File: src/rtl/plane_hit_prep.sv
// plane_hit_prep
// Operand preparation for the ray/plane intersection divide. For one operand
// set it forms the numerator dot(n, p - o) and the denominator dot(n, d) in
// signed fixed point with Q_BITS fractional bits. It saturates both to
// D_WIDTH bits and flags rays whose denominator magnitude is below EPS.
//
// Parameters
//   Q_BITS   fractional bits of every operand and result
//   D_WIDTH  width of every data port
//   EPS      parallel threshold in raw LSBs
//
// Ports
//   clock, reset            rising-edge clock, async active-high reset
//   ox..oz, dx..dz          ray origin and direction (signed)
//   nx..nz, px..pz          plane normal and point on plane (signed)
//   in_valid / in_ready     operand-set handshake (ready only when idle)
//   dividend, divisor       saturated dot products
//   parallel                |divisor| < EPS
//   out_valid / out_ready   result handshake; outputs held until taken
module plane_hit_prep #(
  parameter int Q_BITS  = 10,
  parameter int D_WIDTH = 32,
  parameter int EPS     = 1
) (
  input  logic                      clock,
  input  logic                      reset,
  input  logic signed [D_WIDTH-1:0] ox,
  input  logic signed [D_WIDTH-1:0] oy,
  input  logic signed [D_WIDTH-1:0] oz,
  input  logic signed [D_WIDTH-1:0] dx,
  input  logic signed [D_WIDTH-1:0] dy,
  input  logic signed [D_WIDTH-1:0] dz,
  input  logic signed [D_WIDTH-1:0] nx,
  input  logic signed [D_WIDTH-1:0] ny,
  input  logic signed [D_WIDTH-1:0] nz,
  input  logic signed [D_WIDTH-1:0] px,
  input  logic signed [D_WIDTH-1:0] py,
  input  logic signed [D_WIDTH-1:0] pz,
  input  logic                      in_valid,
  output logic                      in_ready,
  output logic signed [D_WIDTH-1:0] dividend,
  output logic signed [D_WIDTH-1:0] divisor,
  output logic                      parallel,
  output logic                      out_valid,
  input  logic                      out_ready
);

  // Product of a D_WIDTH normal component and a D_WIDTH+1 difference term.
  localparam int PROD_W = 2 * D_WIDTH + 1;
  // Two guard bits above the product width so a 3-term sum never wraps.
  localparam int ACC_W  = 2 * D_WIDTH + 3;

  localparam logic [D_WIDTH:0] EPS_W = (D_WIDTH + 1)'(EPS);

  localparam logic signed [ACC_W-1:0] SAT_MAX_EXT =
    {{(ACC_W - D_WIDTH + 1){1'b0}}, {(D_WIDTH - 1){1'b1}}};
  localparam logic signed [ACC_W-1:0] SAT_MIN_EXT =
    {{(ACC_W - D_WIDTH + 1){1'b1}}, {(D_WIDTH - 1){1'b0}}};
  localparam logic signed [D_WIDTH-1:0] SAT_MAX = {1'b0, {(D_WIDTH - 1){1'b1}}};
  localparam logic signed [D_WIDTH-1:0] SAT_MIN = {1'b1, {(D_WIDTH - 1){1'b0}}};

  typedef enum logic [2:0] {
    IDLE,
    DIFF,
    NUM,
    DEN,
    DONE
  } state_t;

  state_t state;
  logic [1:0] term_cnt;

  logic signed [D_WIDTH-1:0] ox_q, oy_q, oz_q;
  logic signed [D_WIDTH-1:0] dx_q, dy_q, dz_q;
  logic signed [D_WIDTH-1:0] nx_q, ny_q, nz_q;
  logic signed [D_WIDTH-1:0] px_q, py_q, pz_q;

  logic signed [D_WIDTH:0] ex, ey, ez;

  logic signed [ACC_W-1:0] acc_num;
  logic signed [ACC_W-1:0] acc_den;

  logic signed [D_WIDTH-1:0] mul_a;
  logic signed [D_WIDTH:0]   mul_b;
  logic signed [PROD_W-1:0]  product;
  logic signed [PROD_W-1:0]  product_shifted;
  logic signed [ACC_W-1:0]   product_ext;
  logic signed [ACC_W-1:0]   acc_sum;
  logic signed [D_WIDTH-1:0] sum_sat;
  logic signed [D_WIDTH:0]   sat_ext;
  logic        [D_WIDTH:0]   sat_abs;
  logic                      sat_parallel;

  function automatic logic signed [D_WIDTH-1:0] saturate(
    input logic signed [ACC_W-1:0] value
  );
    if (value > SAT_MAX_EXT) begin
      return SAT_MAX;
    end else if (value < SAT_MIN_EXT) begin
      return SAT_MIN;
    end else begin
      return value[D_WIDTH-1:0];
    end
  endfunction

  // The single shared multiplier. The normal component is always the first
  // operand. The second is the registered difference term while in NUM and the
  // sign-extended direction component while in DEN.
  always_comb begin
    mul_a = '0;
    mul_b = '0;
    case (term_cnt)
      2'd0: begin
        mul_a = nx_q;
        mul_b = (state == NUM) ? ex : {dx_q[D_WIDTH-1], dx_q};
      end
      2'd1: begin
        mul_a = ny_q;
        mul_b = (state == NUM) ? ey : {dy_q[D_WIDTH-1], dy_q};
      end
      2'd2: begin
        mul_a = nz_q;
        mul_b = (state == NUM) ? ez : {dz_q[D_WIDTH-1], dz_q};
      end
      default: begin
        mul_a = '0;
        mul_b = '0;
      end
    endcase
  end

  // Arithmetic shift floors toward negative infinity, so a tiny negative
  // product contributes -1 LSB rather than 0.
  assign product         = PROD_W'(mul_a) * PROD_W'(mul_b);
  assign product_shifted = product >>> Q_BITS;
  assign product_ext     = ACC_W'(product_shifted);
  assign acc_sum         = ((state == DEN) ? acc_den : acc_num) + product_ext;

  // The parallel test uses the saturated value. Its magnitude is taken one bit
  // wider so that the most negative value does not overflow on negation.
  assign sum_sat      = saturate(acc_sum);
  assign sat_ext      = (D_WIDTH + 1)'(sum_sat);
  assign sat_abs      = sat_ext[D_WIDTH] ? -sat_ext : sat_ext;
  assign sat_parallel = (sat_abs < EPS_W);

  always_ff @(posedge clock or posedge reset) begin
    if (reset) begin
      state     <= IDLE;
      term_cnt  <= '0;
      in_ready  <= 1'b1;
      out_valid <= 1'b0;
      dividend  <= '0;
      divisor   <= '0;
      parallel  <= 1'b0;
      acc_num   <= '0;
      acc_den   <= '0;
      ex        <= '0;
      ey        <= '0;
      ez        <= '0;
      ox_q      <= '0;
      oy_q      <= '0;
      oz_q      <= '0;
      dx_q      <= '0;
      dy_q      <= '0;
      dz_q      <= '0;
      nx_q      <= '0;
      ny_q      <= '0;
      nz_q      <= '0;
      px_q      <= '0;
      py_q      <= '0;
      pz_q      <= '0;
    end else begin
      case (state)
        IDLE: begin
          if (in_valid) begin
            ox_q     <= ox;
            oy_q     <= oy;
            oz_q     <= oz;
            dx_q     <= dx;
            dy_q     <= dy;
            dz_q     <= dz;
            nx_q     <= nx;
            ny_q     <= ny;
            nz_q     <= nz;
            px_q     <= px;
            py_q     <= py;
            pz_q     <= pz;
            in_ready <= 1'b0;
            state    <= DIFF;
          end
        end

        // The differences are one bit wider than the operands, so p - o is
        // exact for any pair of inputs.
        DIFF: begin
          ex       <= (D_WIDTH + 1)'(px_q) - (D_WIDTH + 1)'(ox_q);
          ey       <= (D_WIDTH + 1)'(py_q) - (D_WIDTH + 1)'(oy_q);
          ez       <= (D_WIDTH + 1)'(pz_q) - (D_WIDTH + 1)'(oz_q);
          acc_num  <= '0;
          acc_den  <= '0;
          term_cnt <= '0;
          state    <= NUM;
        end

        NUM: begin
          acc_num <= acc_sum;
          if (term_cnt == 2'd2) begin
            dividend <= sum_sat;
            term_cnt <= '0;
            state    <= DEN;
          end else begin
            term_cnt <= term_cnt + 2'd1;
          end
        end

        DEN: begin
          acc_den <= acc_sum;
          if (term_cnt == 2'd2) begin
            divisor   <= sum_sat;
            parallel  <= sat_parallel;
            out_valid <= 1'b1;
            term_cnt  <= '0;
            state     <= DONE;
          end else begin
            term_cnt <= term_cnt + 2'd1;
          end
        end

        // in_ready comes back with the IDLE state. It is therefore never high
        // on the edge that completes the result handshake.
        DONE: begin
          if (out_ready) begin
            out_valid <= 1'b0;
            in_ready  <= 1'b1;
            state     <= IDLE;
          end
        end

        default: begin
          out_valid <= 1'b0;
          in_ready  <= 1'b1;
          term_cnt  <= '0;
          state     <= IDLE;
        end
      endcase
    end
  end

endmodule

File: config.mk
export PLATFORM = sky130hd
export DESIGN_NAME = plane_hit_prep
export DESIGN_NICKNAME = d
export VERILOG_FILES = /design/src/rtl/plane_hit_prep.sv
export SDC_FILE = /design/constraint.sdc
export NUM_CORES = 2
export LEC_CHECK = 0
export ABC_AREA = 0
export BUFFER_PORTS_ARGS = -buffer_cell sky130_fd_sc_hd__buf_2
export CAP_MARGIN = 20
export CORE_MARGIN = 3
export CORE_UTILIZATION = 68
export DETAILED_ROUTE_END_ITERATION = 8
export PLACE_DENSITY = 0.92
export SETUP_SLACK_MARGIN = 0.1
export SYNTH_ARGS = -nofsm -noshare
export SYNTH_HDL_FRONTEND = slang
export SYNTH_SLANG_ARGS = --single-unit
File: constraint.sdc
create_clock -name clock -period 35.1 [get_ports clock]
set_input_delay 5.265 -clock clock [delete_from_list [all_inputs] [get_ports clock]]
set_output_delay 5.265 -clock clock [all_outputs]
set_load 0.01 [all_outputs]
==> metrics.yaml <==
netlist_area_um2: 71900
hold_buffers: 0
vias: 62100
viasPerCell: 6.57
grt_max_degree: 192
nets: 9825
postCtsSetupRepairBufs: 0
met3_length_um: 39600
r2r_cells: 57
cts-root-buf: "clkbuf_16"
numClockSinks: 689
cp_max_fo: 90
outcome: "complete, but fails checks"
syn_nets: 9565
core_um2: 104000
end_kind: "flop"
dp_hpwl_um: 189000
synth_edf_count: 0
crit_top_cell: "fa_1"
grt_use_total: 0.473
final-hold-violation-count: 0
ys_seq_elements: 689
layout.cells.non_filler: 9453
async_flop_share: 1.00
path_class: "reg -> reg"
synth_top_family_by_area: "adder cells"
final_antenna_net_count: 0
grt_pass1_wl_um: 386000
worstPathRequired_ns: 35.69
critPathArrivalTime_ns: 20.81
cap_violations: 0
relSlewSlack: 0.214
avgSynthCellArea_um2: 9.31
yosys_warnings: 0
fill_cells: 6849
synth_top_flop_cell: "dfrtp_1"
cts_made_buffers: 74
rows: 118
antenna_found_initial: 52
tightest_slew_ns: 1.18
skew_ns: 0.0474
place.gp.congestion: 1.04
clockBufferDepth: 3
highest_layer: "met5"
cp_num_cells: 57
violations: "DRC"
die_h_um: 331
startpoint_type: "flop"
totalWireLength_um: 262000
final.min_clock_period_ns: 20.22
drt-initial-drc-count: 7516
first_pass_iters: 9
setup-tns-final_ns: 0
holdWs_ns: 0.475
yosys.area_share.simple: 0.141
die-area_um2: 110000
placedCellCount: 9279
drc_errors: 36
io_pins: 455
grt_overflow: 0
cp_num_buf_inv: 10
synth_fa_ha_area_frac: 0.371
cpMaxStageDelayCell: "fa_1"
layout_worst_path_cycle_share: 0.576
syn_inst: 7717
drt-wirelength-per-cell_um: 27.7
area_delta_synth_final_pct: 8.98
insertion_delay_ns: 0.71
drive_gt1_frac: 0.134
synth_xor_xnor_area_share: 0.0217
final_common_cell: "nand2_1"
hp-class: "reg -> reg"
ys_seq_area_frac: 0.240
path_delay_family: "adder cells"
final_cell_mix: "1,351 x nand2_1, 1,115 x fa_1, 1,106 x inv_1"
htree_levels: 3
first_global_vias: 64600
cts_tree: "done"
final_util: 0.752
synth_compound_area_frac: 0.0964
clk_pin_slew_ns: 0.07
io_buffer_count: 454
rsz0062_at_grt: "false"
cpPeakStageDelay_ns: 1.04
initial_core_util: 0.690
yosysUniqueCellTypes: 95
wl_met2_um: 112000
drv_slew: 0
synth.mux.area_fraction: 0.0515
holdPathStages: 2
max_freq_mhz: 49.5
setup_viol: 0
cts_resized: 0
die_w_um: 331
met1Wirelength_um: 84800
[state kept, by name, summed over array words and instances, names as in the netlist, 33 cells and up]
signal and cells:
acc_den 67, acc_num 67, ex 33, ey 33, ez 33
[area by class of cell]
class | instances | area [um^2] | area share
Multi-Input combinational cell | 5525 | 49300 | 0.629
Sequential cell | 689 | 17200 | 0.220
Inverter | 1107 | 4160 | 0.0531
Timing Repair Buffer | 580 | 3280 | 0.0419
Clock buffer | 103 | 2080 | 0.0266
Tap cell | 1380 | 1730 | 0.0220
Clock inverter | 30 | 439 | 0.00561
Antenna cell | 39 | 97.6 | 0.00125
[per-stage QoR]
step / cell area [um^2] / worst slack (ns)
final: 78300 / 14.88
after global routing: 78300 / 14.04
after floorplan: 71900 / 10.52
after global placement: 75700 / 15.86
after CTS: 78200 / 15.57
after detailed placement: 75700 / 15.54
[final timing paths]
path	from	to	slack (ns)
worst max-delay path	state[1]	parallel	14.88
worst min-delay path	divisor[18]	divisor[18]	0.48
worst max register to register	state[1]	parallel	14.88
worst min register to register	divisor[18]	divisor[18]	0.48
max in group asynchronous	reset	nz_q[5]	27.21
min in group asynchronous	reset	pz_q[14]	4.66
[cell usage after synthesis, types with 7 or more instances]
cell type,count,area share
nand2_1,1354,0.071
fa_1,1115,0.31
inv_1,1107,0.058
nor2_1,693,0.036
dfrtp_1,688,0.24
o21ai_0,375,0.026
clkbuf_1,358,0.019
ha_1,345,0.060
mux2_2,288,0.045
a21oi_1,265,0.018
xnor2_1,114,0.014
a22o_1,92,0.011
nor3_1,88,0.0061
a21o_1,70,0.0073
xor2_1,59,0.0072
o21a_1,56,0.0058
nand3_1,55,0.0038
or3_1,47,0.0041
o31ai_1,43,0.0045
mux2i_1,40,0.0056
nor2b_1,37,0.0032
nand2b_1,32,0.0028
o21ai_1,32,0.0022
buf_1,27,0.0014
nand4_1,27,0.0023
a21boi_0,25,0.0026
and2_1,24,0.0021
and3_1,21,0.0018
nor4_1,19,0.0017
a211oi_1,18,0.0019
a31oi_1,17,0.0015
o21bai_1,14,0.0015
or2_2,12,0.0010
o211ai_1,11,0.0011
buf_2,9,0.00063
and4_1,8,0.00097
o22ai_1,8,0.00070
a221o_1,7,0.00097
nand3b_1,7,0.00073
[logic make-up after synthesis]
kind of cell             count (synthesis)
buffers and inverters                 1503
flip-flops                             689
AO/OA/AOI/OAI                         1106
AND/OR/NAND/NOR                       2452
multiplexers                           332
XOR/XNOR                               175
adder cells (fa/ha/maj)               1460
[layer usage]
layer | global-route usage | vias to the layer above
met3 | 0.186 | 1621
li1 | - | 24900
met2 | 0.704 | 5244
met1 | 0.563 | 30300
met5 | 0 | -
met4 | 0.339 | 20
[tightest hold or removal path, cell delays in order (launching register included)]
cell and delay [ns]:
dfrtp_1 0.34, nand2_1 0.05, o21ai_0 0.06
Power is not shown: default switching activity piles up to over one toggle a cycle in this logic, so the estimate is an artifact.
